`src/rtl/operand_fetch_if.sv`:
```
// Bundle of decode, register-file, execute and writeback signals seen by
// operand_fetch.
//   master : operand_fetch side (drives in_ready, rf_reg*, out_*, rf_*write*)
//   slave  : environment side (decode, register file, execute, writeback)
interface operand_fetch_if #(
    parameter int ADDR_W = 2,
    parameter int DATA_W = 8
);
    logic              in_valid;
    logic              in_ready;
    logic [ADDR_W-1:0] in_rs1;
    logic [ADDR_W-1:0] in_rs2;
    logic [ADDR_W-1:0] in_rd;
    logic              in_wr_en;

    logic [ADDR_W-1:0] rf_reg1;
    logic [ADDR_W-1:0] rf_reg2;
    logic [DATA_W-1:0] rf_data1;
    logic [DATA_W-1:0] rf_data2;

    logic              out_valid;
    logic              out_ready;
    logic [DATA_W-1:0] out_op1;
    logic [DATA_W-1:0] out_op2;
    logic [ADDR_W-1:0] out_rd;
    logic              out_wr_en;

    logic              wb_valid;
    logic [ADDR_W-1:0] wb_rd;
    logic [DATA_W-1:0] wb_data;

    logic              rf_do_write;
    logic [ADDR_W-1:0] rf_reg_write;
    logic [DATA_W-1:0] rf_write_data;

    modport master (
        input  in_valid, in_rs1, in_rs2, in_rd, in_wr_en,
        output in_ready,
        output rf_reg1, rf_reg2,
        input  rf_data1, rf_data2,
        output out_valid, out_op1, out_op2, out_rd, out_wr_en,
        input  out_ready,
        input  wb_valid, wb_rd, wb_data,
        output rf_do_write, rf_reg_write, rf_write_data
    );

    modport slave (
        output in_valid, in_rs1, in_rs2, in_rd, in_wr_en,
        input  in_ready,
        input  rf_reg1, rf_reg2,
        output rf_data1, rf_data2,
        input  out_valid, out_op1, out_op2, out_rd, out_wr_en,
        output out_ready,
        output wb_valid, wb_rd, wb_data,
        input  rf_do_write, rf_reg_write, rf_write_data
    );
endinterface

```
`src/rtl/operand_fetch.sv`:
```
// Operand fetch: initiator side of a small register file.
// Accepts decoded instructions, drives the file's read addresses, captures
// the negedge-registered read data and hands both operands to execute over
// valid/ready. Owns the file's write port for writeback and keeps a
// per-register pending scoreboard that stalls reads of in-flight results.
//   clk, reset : clock, asynchronous active-high reset
//   bus        : operand_fetch_if.master (decode / rf / execute / writeback)
//
// state | meaning
// IDLE  | ready for an instruction (in_ready=1)
// STALL | a source register has an outstanding write
// READ  | file samples the read addresses at this cycle's negedge
// HOLD  | operands valid, waiting for out_ready
module operand_fetch #(
    parameter int ADDR_W = 2,
    parameter int DATA_W = 8,
    parameter int NREG   = 2**ADDR_W
) (
    input  logic            clk,
    input  logic            reset,
    operand_fetch_if.master bus
);
    typedef enum logic [1:0] {IDLE, STALL, READ, HOLD} state_t;

    state_t            r_state;
    logic [NREG-1:0]   r_pending;
    logic [ADDR_W-1:0] r_rs1;
    logic [ADDR_W-1:0] r_rs2;
    logic [ADDR_W-1:0] r_rd;
    logic              r_wr_en;
    logic [DATA_W-1:0] r_op1;
    logic [DATA_W-1:0] r_op2;
    logic              r_out_valid;

    logic              w_out_fire;
    logic [NREG-1:0]   w_set;
    logic [NREG-1:0]   w_clr;
    logic [NREG-1:0]   w_pending_clr;

    always_comb begin
        w_out_fire = (r_state == HOLD) && bus.out_ready;
        w_set      = '0;
        w_clr      = '0;
        if (w_out_fire && r_wr_en)
            w_set[r_rd] = 1'b1;
        if (bus.wb_valid)
            w_clr[bus.wb_rd] = 1'b1;
    end

    // Scoreboard with this cycle's writeback already removed. STALL looks at
    // this so a source freed in cycle N is read in cycle N+1, after the
    // file's write at the same edge.
    assign w_pending_clr = r_pending & ~w_clr;

    always_ff @(posedge clk or posedge reset) begin
        if (reset) begin
            r_state     <= IDLE;
            r_pending   <= '0;
            r_rs1       <= '0;
            r_rs2       <= '0;
            r_rd        <= '0;
            r_wr_en     <= 1'b0;
            r_op1       <= '0;
            r_op2       <= '0;
            r_out_valid <= 1'b0;
        end else begin
            // Set is applied after clear so a simultaneous set wins.
            r_pending <= w_pending_clr | w_set;

            case (r_state)
                IDLE: begin
                    if (bus.in_valid) begin
                        r_rs1   <= bus.in_rs1;
                        r_rs2   <= bus.in_rs2;
                        r_rd    <= bus.in_rd;
                        r_wr_en <= bus.in_wr_en;
                        if (r_pending[bus.in_rs1] || r_pending[bus.in_rs2])
                            r_state <= STALL;
                        else
                            r_state <= READ;
                    end
                end
                STALL: begin
                    if (!w_pending_clr[r_rs1] && !w_pending_clr[r_rs2])
                        r_state <= READ;
                end
                READ: begin
                    r_op1       <= bus.rf_data1;
                    r_op2       <= bus.rf_data2;
                    r_out_valid <= 1'b1;
                    r_state     <= HOLD;
                end
                HOLD: begin
                    if (bus.out_ready) begin
                        r_out_valid <= 1'b0;
                        r_state     <= IDLE;
                    end
                end
                default: r_state <= IDLE;
            endcase
        end
    end

    assign bus.in_ready  = (r_state == IDLE);
    assign bus.rf_reg1   = r_rs1;
    assign bus.rf_reg2   = r_rs2;
    assign bus.out_valid = r_out_valid;
    assign bus.out_op1   = r_op1;
    assign bus.out_op2   = r_op2;
    assign bus.out_rd    = r_rd;
    assign bus.out_wr_en = r_wr_en;

    assign bus.rf_do_write   = bus.wb_valid;
    assign bus.rf_reg_write  = bus.wb_valid ? bus.wb_rd   : '0;
    assign bus.rf_write_data = bus.wb_valid ? bus.wb_data : '0;
endmodule

```
`src/flat_wrapper.sv`:
```
// flat-port wrapper written by rule: the top's interface ports become plain ports
module operand_fetch_flat 
#(
    parameter int ADDR_W = 2,
    parameter int DATA_W = 8,
    parameter int NREG   = 2**ADDR_W
)
  (clk, reset, bus_in_valid, bus_in_rs1, bus_in_rs2, bus_in_rd, bus_in_wr_en, bus_in_ready, bus_rf_reg1, bus_rf_reg2, bus_rf_data1, bus_rf_data2, bus_out_valid, bus_out_op1, bus_out_op2, bus_out_rd, bus_out_wr_en, bus_out_ready, bus_wb_valid, bus_wb_rd, bus_wb_data, bus_rf_do_write, bus_rf_reg_write, bus_rf_write_data);
  operand_fetch_if #(.ADDR_W(ADDR_W), .DATA_W(DATA_W)) bus_i ();
  input  logic clk;
  input  logic reset;
  input wire logic [$bits(bus_i.in_valid)-1:0] bus_in_valid;
  input wire logic [$bits(bus_i.in_rs1)-1:0] bus_in_rs1;
  input wire logic [$bits(bus_i.in_rs2)-1:0] bus_in_rs2;
  input wire logic [$bits(bus_i.in_rd)-1:0] bus_in_rd;
  input wire logic [$bits(bus_i.in_wr_en)-1:0] bus_in_wr_en;
  output wire logic [$bits(bus_i.in_ready)-1:0] bus_in_ready;
  output wire logic [$bits(bus_i.rf_reg1)-1:0] bus_rf_reg1;
  output wire logic [$bits(bus_i.rf_reg2)-1:0] bus_rf_reg2;
  input wire logic [$bits(bus_i.rf_data1)-1:0] bus_rf_data1;
  input wire logic [$bits(bus_i.rf_data2)-1:0] bus_rf_data2;
  output wire logic [$bits(bus_i.out_valid)-1:0] bus_out_valid;
  output wire logic [$bits(bus_i.out_op1)-1:0] bus_out_op1;
  output wire logic [$bits(bus_i.out_op2)-1:0] bus_out_op2;
  output wire logic [$bits(bus_i.out_rd)-1:0] bus_out_rd;
  output wire logic [$bits(bus_i.out_wr_en)-1:0] bus_out_wr_en;
  input wire logic [$bits(bus_i.out_ready)-1:0] bus_out_ready;
  input wire logic [$bits(bus_i.wb_valid)-1:0] bus_wb_valid;
  input wire logic [$bits(bus_i.wb_rd)-1:0] bus_wb_rd;
  input wire logic [$bits(bus_i.wb_data)-1:0] bus_wb_data;
  output wire logic [$bits(bus_i.rf_do_write)-1:0] bus_rf_do_write;
  output wire logic [$bits(bus_i.rf_reg_write)-1:0] bus_rf_reg_write;
  output wire logic [$bits(bus_i.rf_write_data)-1:0] bus_rf_write_data;
  assign bus_i.in_valid = bus_in_valid;
  assign bus_i.in_rs1 = bus_in_rs1;
  assign bus_i.in_rs2 = bus_in_rs2;
  assign bus_i.in_rd = bus_in_rd;
  assign bus_i.in_wr_en = bus_in_wr_en;
  assign bus_in_ready = bus_i.in_ready;
  assign bus_rf_reg1 = bus_i.rf_reg1;
  assign bus_rf_reg2 = bus_i.rf_reg2;
  assign bus_i.rf_data1 = bus_rf_data1;
  assign bus_i.rf_data2 = bus_rf_data2;
  assign bus_out_valid = bus_i.out_valid;
  assign bus_out_op1 = bus_i.out_op1;
  assign bus_out_op2 = bus_i.out_op2;
  assign bus_out_rd = bus_i.out_rd;
  assign bus_out_wr_en = bus_i.out_wr_en;
  assign bus_i.out_ready = bus_out_ready;
  assign bus_i.wb_valid = bus_wb_valid;
  assign bus_i.wb_rd = bus_wb_rd;
  assign bus_i.wb_data = bus_wb_data;
  assign bus_rf_do_write = bus_i.rf_do_write;
  assign bus_rf_reg_write = bus_i.rf_reg_write;
  assign bus_rf_write_data = bus_i.rf_write_data;
  operand_fetch #(.ADDR_W(ADDR_W), .DATA_W(DATA_W), .NREG(NREG)) u_core (.clk(clk), .reset(reset), .bus(bus_i));
endmodule
```
`config.mk`:
```
export PLATFORM = sky130hd
export DESIGN_NAME = operand_fetch_flat
export DESIGN_NICKNAME = d
export VERILOG_FILES = /design/src/rtl/operand_fetch_if.sv /design/src/rtl/operand_fetch.sv /design/src/flat_wrapper.sv
export SDC_FILE = /design/constraint.sdc
export NUM_CORES = 1
export LEC_CHECK = 0
export CAP_MARGIN = 25
export CORE_UTILIZATION = 41
export CTS_BUF_LIST = sky130_fd_sc_hd__clkbuf_4 sky130_fd_sc_hd__clkbuf_8
export DETAILED_ROUTE_END_ITERATION = 7
export GPL_TIMING_DRIVEN = 0
export PLACE_DENSITY = 0.82
export SYNTH_ARGS = -nofsm -noshare
export SYNTH_HDL_FRONTEND = slang
export SYNTH_SLANG_ARGS = --single-unit
```
`constraint.sdc`:
```
create_clock -name clk -period 2.3 [get_ports clk]
set_clock_uncertainty 0.05 [all_clocks]
set_input_delay 0.69 -clock clk [delete_from_list [all_inputs] [get_ports clk]]
set_output_delay 0.69 -clock clk [all_outputs]
set_load 0.01 [all_outputs]
```
==> flow_metrics.tcl, run 1 <==
set metrics [dict create \
    outcome "finished clean" \
    synthCells 118 \
    cts-htree-levels 2 \
    max_clock_freq_mhz 445.9 \
    max-vdd-ir-drop_mv 0.7811 \
    count_of_filler_cells_inserted_in_the_layout 262 \
    post_drt_wl_per_cell_microns 13.36 \
    report.final.slew_viol_count 0 \
    grt_setup_unrepaired "no" \
    timing.critical_path.max_delay_family "buffers and inverters" \
    highest_net_fanout_along_the_worst_path 1 \
    design.portCount 74 \
    rows 21 \
    post-route-drc-count 0 \
    finalWorstPathRequiredPeriod_ps 2242 \
    cts_setup_buffers 0 \
    ctsRootBufferMaster "sky130_fd_sc_hd__clkbuf_4" \
    critPathMaxStageDelay_ps 450 \
    vias_per_cell 4.857 \
    global_route_wire_length_before_repair_mm 5.071 \
    p_leak_nw 1.025 \
    setup_ws_ps 57.54 \
    drive_above_1_share 0.2172 \
    yosysWarnings 0 \
    final_cell_count_no_fill 244 \
    crit_path_max_delay_cell_type "sky130_fd_sc_hd__clkdlybuf4s50_1" \
    dp.cells 237 \
    critical_path.endpoint_type "primary output" \
    critical_path.n_buffers_inverters 2 \
    max_capacitance_violation_count 0 \
    synthesis.area_per_instance_sq_um 12.35 \
    path_class "in -> out" \
    placeableCoreArea_sq_um 3363 \
    maximum_number_of_pins_on_one_net_before_global_route_repair 20 \
    finalCoreUtilization 0.6942 \
    die_footprint_sq_um 3798 \
    synth-seq-area-share 0.5150 \
    synth_cell_types 22 \
    cts_max_path_buffers 2 \
    timing.setup.tns_ps 0 \
    grt_use_total 0.1897 \
    die-width_microns 61.63 \
    dr_pass1_iterations 4 \
    max-slew-margin-rel 0.6264 \
    critical_path_launch_point_type "input pin" \
    dpl_cell_area_sq_um 2263 \
    timing.critical_path.cells "clkdlybuf4s50_1 -> and2_1 -> dlygate4sd2_1" \
    netlist_area_sq_um 1458 \
    globalRoute.totalOverflow 0 \
    routed-via-count 1185 \
    dp_hpwl_mm 2.640 \
    power.density_nw_per_um2 1188 \
    design_power_total_mw 2.773 \
    final_design_area_no_fill_sq_um 2335 \
    floorplan.die.height_microns 61.63 \
    dr.first_iter.drc_count 47 \
    final_hold_viol_count 0 \
    ys_ff_latch 30 \
    crit_required_ps 1560 \
    worstPathArrival_ps 1500 \
    register_area_sq_um 750.7 \
    nets 240 \
    antenna_left 0 \
    antenna_violations_before_repair 0 \
    gp_routability_congestion 0.7744 \
    antennaDiodeCount 0 \
    cts.clk_slew.worst_paths_ps 80 \
    multiInputGateArea_sq_um 663.1 \
    layout-area-overhead-vs-synth_pct 60.17 \
    timing_worst_slew_pin_value_ps 559.8 \
    clk-insertion-delay-late_ps 320 \
    min_path_type "reg -> reg" \
    clkSinkCount 30 \
    fin_crit_sh 0.9750 \
    start_util 0.4334 \
    tritoncts "done" \
    grt_pass1_vias 1213 \
    finalWirelength_mm 3.259 \
    place_ws_ps -668.2 \
    report.final.setup_viol 0 \
    timing.hold.ws_ps 465.2 \
    mappedNetlistNets 160 \
    cts_made_buffers 5 \
    place.port_buffers 72 \
]
placed cells by master (no fill, tap or decap):
cell type	netlist	routed
sky130_fd_sc_hd__a21o_1	1	1
sky130_fd_sc_hd__a21oi_1	3	3
sky130_fd_sc_hd__a22o_1	2	2
sky130_fd_sc_hd__and2_1	8	8
sky130_fd_sc_hd__buf_1	1	1
sky130_fd_sc_hd__buf_16	0	1
sky130_fd_sc_hd__buf_4	1	1
sky130_fd_sc_hd__clkbuf_1	3	2
sky130_fd_sc_hd__clkbuf_4	0	7
sky130_fd_sc_hd__clkbuf_8	0	1
sky130_fd_sc_hd__clkdlybuf4s15_1	0	4
sky130_fd_sc_hd__clkdlybuf4s15_2	0	2
sky130_fd_sc_hd__clkdlybuf4s50_1	0	58
sky130_fd_sc_hd__dfrtp_1	30	30
sky130_fd_sc_hd__dlygate4sd2_1	0	7
sky130_fd_sc_hd__dlymetal6s2s_1	0	1
sky130_fd_sc_hd__ha_1	4	3
sky130_fd_sc_hd__ha_4	0	1
sky130_fd_sc_hd__inv_1	9	7
sky130_fd_sc_hd__inv_2	0	2
sky130_fd_sc_hd__mux2_2	24	24
sky130_fd_sc_hd__mux2_4	1	1
sky130_fd_sc_hd__mux2i_1	2	2
sky130_fd_sc_hd__mux4_2	3	3
sky130_fd_sc_hd__nand2_1	8	8
sky130_fd_sc_hd__nand3_1	3	3
sky130_fd_sc_hd__nand4_1	1	1
sky130_fd_sc_hd__nor2_1	2	2
sky130_fd_sc_hd__o211ai_1	1	1
sky130_fd_sc_hd__o21ai_0	6	6
sky130_fd_sc_hd__o22ai_1	1	1
sky130_fd_sc_hd__xnor2_1	4	4
worst paths after layout:
kind | startpoint | to | slack, ps | cells past startpoint
setup / recovery | bus_wb_data[4] | bus_rf_write_data[4] | 60 | 3
hold / removal | u_core.bus.out_op1[6] | u_core.bus.out_op1[6] | 470 | 1
setup reg to reg | u_core.r_state[0] | u_core.bus.out_op1[2] | 230 | 5
hold reg to reg | u_core.bus.out_op1[6] | u_core.bus.out_op1[6] | 470 | 1
max in group asynchronous | reset | u_core.bus.out_op1[6] | 1050 | 3
min in group asynchronous | reset | u_core.bus.out_op1[7] | 660 | 2
Yosys cell counts:
master	n	area share
sky130_fd_sc_hd__dfrtp_1	30	0.52
sky130_fd_sc_hd__mux2_4	1	0.010
sky130_fd_sc_hd__nand3_1	3	0.010
sky130_fd_sc_hd__ha_1	4	0.034
sky130_fd_sc_hd__a22o_1	2	0.012
sky130_fd_sc_hd__buf_4	1	0.0052
sky130_fd_sc_hd__o21ai_0	6	0.021
sky130_fd_sc_hd__mux4_2	3	0.046
sky130_fd_sc_hd__and2_1	8	0.034
sky130_fd_sc_hd__a21o_1	1	0.0052
sky130_fd_sc_hd__buf_1	1	0.0026
sky130_fd_sc_hd__nand2_1	8	0.021
sky130_fd_sc_hd__inv_1	9	0.023
sky130_fd_sc_hd__xnor2_1	4	0.024
sky130_fd_sc_hd__o211ai_1	1	0.0052
sky130_fd_sc_hd__clkbuf_1	3	0.0077
sky130_fd_sc_hd__mux2i_1	2	0.014
sky130_fd_sc_hd__mux2_2	24	0.19
sky130_fd_sc_hd__nand4_1	1	0.0043
sky130_fd_sc_hd__nor2_1	2	0.0052
sky130_fd_sc_hd__o22ai_1	1	0.0043
sky130_fd_sc_hd__a21oi_1	3	0.010
layout make-up:
type | instances | area share
buffer | 5 | 0.01393
clock buffer | 7 | 0.02251
multi-input combinational | 74 | 0.2840
tap | 46 | 0.02465
sequential | 30 | 0.3215
inverter | 9 | 0.01447
timing repair buffer | 73 | 0.3189
routing by layer:
layer | vias to the layer above | track usage | part of all wire
li1 | 567 | - | -
met1 | 551 | 0.1882 | 0.38
met2 | 61 | 0.3472 | 0.50
met3 | 6 | 0.08193 | 0.10
met4 | 0 | 0.07302 | 0.012
met5 | - | 0 | 0
sequential cells by signal (all words and copies together), names as in the netlist:
signal,count
u_core.bus.out_op2,8
u_core.bus.rf_reg2,2
u_core.r_state,2
u_core.bus.out_wr_en,1
u_core.bus.out_rd,2
u_core.bus.out_valid,1
u_core.bus.out_op1,8
u_core.r_pending,4
u_core.bus.rf_reg1,2
cell families (layout without fill, tap and decap cells):
logic type               count (synthesis)  after routing  synth area share
AND/OR/NAND/NOR                         22             22           0.07468
AO/OA/AOI/OAI                           14             14           0.05752
multiplexers                            30             30            0.2558
buffers and inverters                   14             94           0.03862
XOR/XNOR                                 4              4           0.02403
adder cells (fa/ha/maj)                  4              4           0.03434
flip-flops                              30             30            0.5150
repair_timing:
item	CTS	global route
gates cloned	0	0
endpoints found under the setup margin	12	5
resized for setup	24	5
hold buffers	0	0
endpoints found under the hold margin	0	0
power breakdown:
group          internal [mW]  switching (mW)
combinational          0.914           0.539
clock                  0.139           0.162
sequential             0.798           0.221
total                   1.85           0.922
worst reg2reg max path, stage by stage (launching register included):
cell	delay [ps]
sky130_fd_sc_hd__dfrtp_1	430
sky130_fd_sc_hd__inv_2	110
sky130_fd_sc_hd__ha_1	150
sky130_fd_sc_hd__clkbuf_1	360
sky130_fd_sc_hd__buf_1	460
sky130_fd_sc_hd__mux2_2	400
No activity file was read; power rests on OpenSTA's default activity.
==> run 2, diff against run 1 <==
--- a/config.mk
+++ b/config.mk
@@ -8,6 +8,7 @@
 export CAP_MARGIN = 25
 export CORE_UTILIZATION = 41
 export CTS_BUF_LIST = sky130_fd_sc_hd__clkbuf_4 sky130_fd_sc_hd__clkbuf_8
+export CTS_CLUSTER_SIZE = 40
 export DETAILED_ROUTE_END_ITERATION = 7
 export GPL_TIMING_DRIVEN = 0
 export PLACE_DENSITY = 0.82
==> results of run 2 <==
No change in the layout: final DEF, timing and power equal those of run 1.
==> run 3, diff against run 2 <==
--- a/config.mk
+++ b/config.mk
@@ -5,6 +5,7 @@
 export SDC_FILE = /design/constraint.sdc
 export NUM_CORES = 1
 export LEC_CHECK = 0
+export ABC_AREA = 1
 export CAP_MARGIN = 25
 export CORE_UTILIZATION = 41
 export CTS_BUF_LIST = sky130_fd_sc_hd__clkbuf_4 sky130_fd_sc_hd__clkbuf_8
==> run 3 against run 2 <==
Area after synthesis is 1.3% higher. Sequential power decreased by 6%. Critical path type unchanged. Clock power about the same. Die area increased by 1.3%. Cell area increased by 0.11%. Final cell count grew 17%. Sequential share of layout area about the same. Non-clock buffer count is 1 higher. Largest cell class unchanged. Via count is 16% higher. Global-route usage about the same. Flip-flop and latch count stayed put. Critical path depth increased by 1.
==> flow_metrics.tcl, run 3 <==
set metrics [dict create \
    layout-area-overhead-vs-synth_pct 58.30 \
    finalWirelength_mm 3.316 \
    grt_use_total 0.1897 \
    cts_made_buffers 5 \
    max_capacitance_violation_count 0 \
    dp.cells 279 \
    min_path_type "reg -> reg" \
    power.density_nw_per_um2 1110 \
    placeableCoreArea_sq_um 3390 \
    floorplan.die.height_microns 62.01 \
    worstPathArrival_ps 1500 \
    final_cell_count_no_fill 285 \
    worstHoldEndpoint "u_core.bus.out_op2[1]" \
    intPower_mw 1.674 \
    outcome "finished clean" \
    die_footprint_sq_um 3845 \
    die-width_microns 62.01 \
    path_class "in -> out" \
    place_ws_ps -711.2 \
    critical_path.endpoint_type "primary output" \
    clkSinkCount 30 \
    antenna_left 0 \
    ys.flop_type "sky130_fd_sc_hd__dfrtp_1" \
    critical_path_launch_point_type "input pin" \
    p_sw_frac 0.3547 \
    dr.first_iter.drc_count 32 \
    post_drt_wl_per_cell_microns 11.64 \
    synth-edff-count 0 \
    cts-htree-levels 2 \
    start_util 0.4356 \
    rows 21 \
    timing.critical_path.max_delay_family "buffers and inverters" \
    clk-insertion-delay-late_ps 320 \
    critPathMaxStageDelay_ps 460 \
    vias_per_cell 4.811 \
    setup_ws_ps 63.17 \
    cts_setup_buffers 0 \
    antennaDiodeCount 0 \
    worst_reg2reg_setup_slack_ps 690 \
    worst_hold_path.num_cells 1 \
    drive_above_1_share 0.09205 \
    global_route_wire_length_before_repair_mm 5.188 \
    r2r-start "u_core.r_state[0]" \
    cts_hold_repair.buffers 0 \
    routed-via-count 1371 \
    finalWorstPathRequiredPeriod_ps 2237 \
    fin_crit_sh 0.9725 \
    synthCells 159 \
    highest_net_fanout_along_the_worst_path 1 \
    p_leak_nw 1.151 \
    timing.critical_path.cells "clkdlybuf4s50_1 -> nand2_1 -> inv_1 -> dlygate4sd2_1" \
    ys_ff_latch 30 \
    crit_path_max_delay_cell_type "sky130_fd_sc_hd__clkdlybuf4s50_1" \
    max-slew-margin-rel 0.6513 \
    layout_commonest_cell "sky130_fd_sc_hd__clkdlybuf4s50_1" \
    netlist_area_sq_um 1476 \
    dr_pass1_iterations 4 \
    report.final.slew_viol_count 0 \
    globalRoute.totalOverflow 0 \
    yosysWarnings 0 \
    report.final.setup_viol 0 \
    synth_largest_type_area_fraction 0.5085 \
    cts_max_path_buffers 2 \
    worstReg2RegEnd "u_core.bus.rf_reg1[0]" \
    ctsRootBufferMaster "sky130_fd_sc_hd__clkbuf_4" \
    synth_cell_types 19 \
    worst_hold_startpoint "u_core.bus.out_op2[1]" \
    timing.setup.tns_ps 0 \
    mappedNetlistNets 201 \
    cts.clk_slew.worst_paths_ps 80 \
    max-vdd-ir-drop_mv 0.8085 \
    tritoncts "done" \
    antenna_violations_before_repair 0 \
    power.combinational.fraction 0.517 \
    switching_power_uw 919.8 \
    worstRegToRegCells 6 \
    yosys-top-cells-count "sky130_fd_sc_hd__dfrtp_1, sky130_fd_sc_hd__nand2_1, sky130_fd_sc_hd__inv_1" \
    grt_pass1_vias 1180 \
    nets 282 \
    design.portCount 74 \
    synth_top_cell_by_area "sky130_fd_sc_hd__dfrtp_1" \
    max_clock_freq_mhz 447.1 \
    post_cts_resize_count 20 \
    final_hold_viol_count 0 \
    share_clk_of_total_power 0.115 \
    maximum_number_of_pins_on_one_net_before_global_route_repair 20 \
    place.port_buffers 73 \
    power_frac_seq 0.368 \
    timing_worst_slew_pin_value_ps 522.4 \
    synthesis.area_per_instance_sq_um 9.286 \
    critical_path.n_buffers_inverters 3 \
    dp_hpwl_mm 2.702 \
    most-common-layout-cells "sky130_fd_sc_hd__clkdlybuf4s50_1, sky130_fd_sc_hd__nand2_1, sky130_fd_sc_hd__dfrtp_1" \
    crit_required_ps 1560 \
    synth_async_sr_flop_share 1.000 \
    grt_setup_unrepaired "no" \
    post-route-drc-count 0 \
    gp_routability_congestion 0.8619 \
    ys_top_cells_by_area "sky130_fd_sc_hd__dfrtp_1, sky130_fd_sc_hd__mux2_1, sky130_fd_sc_hd__nand2_1" \
    synth-seq-area-share 0.5085 \
]
-- run 3: changes by cell type in the layout (fill, tap and decap cells not counted), sizes merged, moves of 3 or more --
cell / delta
a21oi: +5
and2: -8
clkdlybuf4s15: -5
dlygate4sd2: +7
inv: +18
mux2: -8
mux4: -3
nand2: +24
nand3: +13
nor2: +5
o31ai: +4
xnor2: -4
-- run 3: worst max path at each step --
stage                         from                   end  cells after the start
floorplan             bus_wb_valid   bus_rf_reg_write[0]                      3
global placement      bus_wb_valid  bus_rf_write_data[7]                      5
detailed placement    bus_wb_valid  bus_rf_write_data[7]                      5
CTS                 bus_wb_data[4]  bus_rf_write_data[4]                      4
global route        bus_wb_data[1]  bus_rf_write_data[1]                      4
finish              bus_wb_data[4]  bus_rf_write_data[4]                      4
-- run 3: logic make-up after synthesis --
kind of cell    synth area share
compound gates           0.07881
buf+inv                  0.08728
mux                       0.1297
fa+ha+maj                0.03390
simple gates              0.1619
flops                     0.5085
-- run 3: area by class of cell --
type	count	area, sq um
fillers	277	1052
flip-flops and latches	30	750.7
repair buffers	74	742.0
multi-input cells	97	596.8
inverters	27	101.3
well taps	46	57.56
clock buffers	6	51.30
plain buffers	5	37.54
-- run 3: metrics by stage --
step                area [sq um]  hold WS, ps  utilization  total power, mW
floorplan                   1476        439.1            -            1.656
detailed placement          2292        427.5       0.6763            2.329
global placement            2265        416.5       0.6681            2.282
CTS                         2337        445.1       0.6896            2.618
global route                2337        466.2       0.6896            2.825
finish                      2337        439.2       0.6896            2.594
-- run 3: metal layers --
| layer | global-route usage | wire, microns | vias up |
|---|---|---|---|
| met5 | 0 | 0 | - |
| met2 | 0.2933 | 1604 | 50 |
| met4 | 0.07619 | 54 | 0 |
| met1 | 0.2510 | 1412 | 639 |
| li1 | - | - | 674 |
| met3 | 0.05383 | 244 | 8 |
-- run 3: power groups by stage --
stage               Combinational, mW  Clock (mW)  Sequential, mW
floorplan                       0.616           0            1.04
global placement                 1.33           0           0.949
detailed placement               1.37           0           0.963
CTS                              1.36       0.308           0.952
global route                     1.50       0.328           0.993
finish                           1.34       0.298           0.955
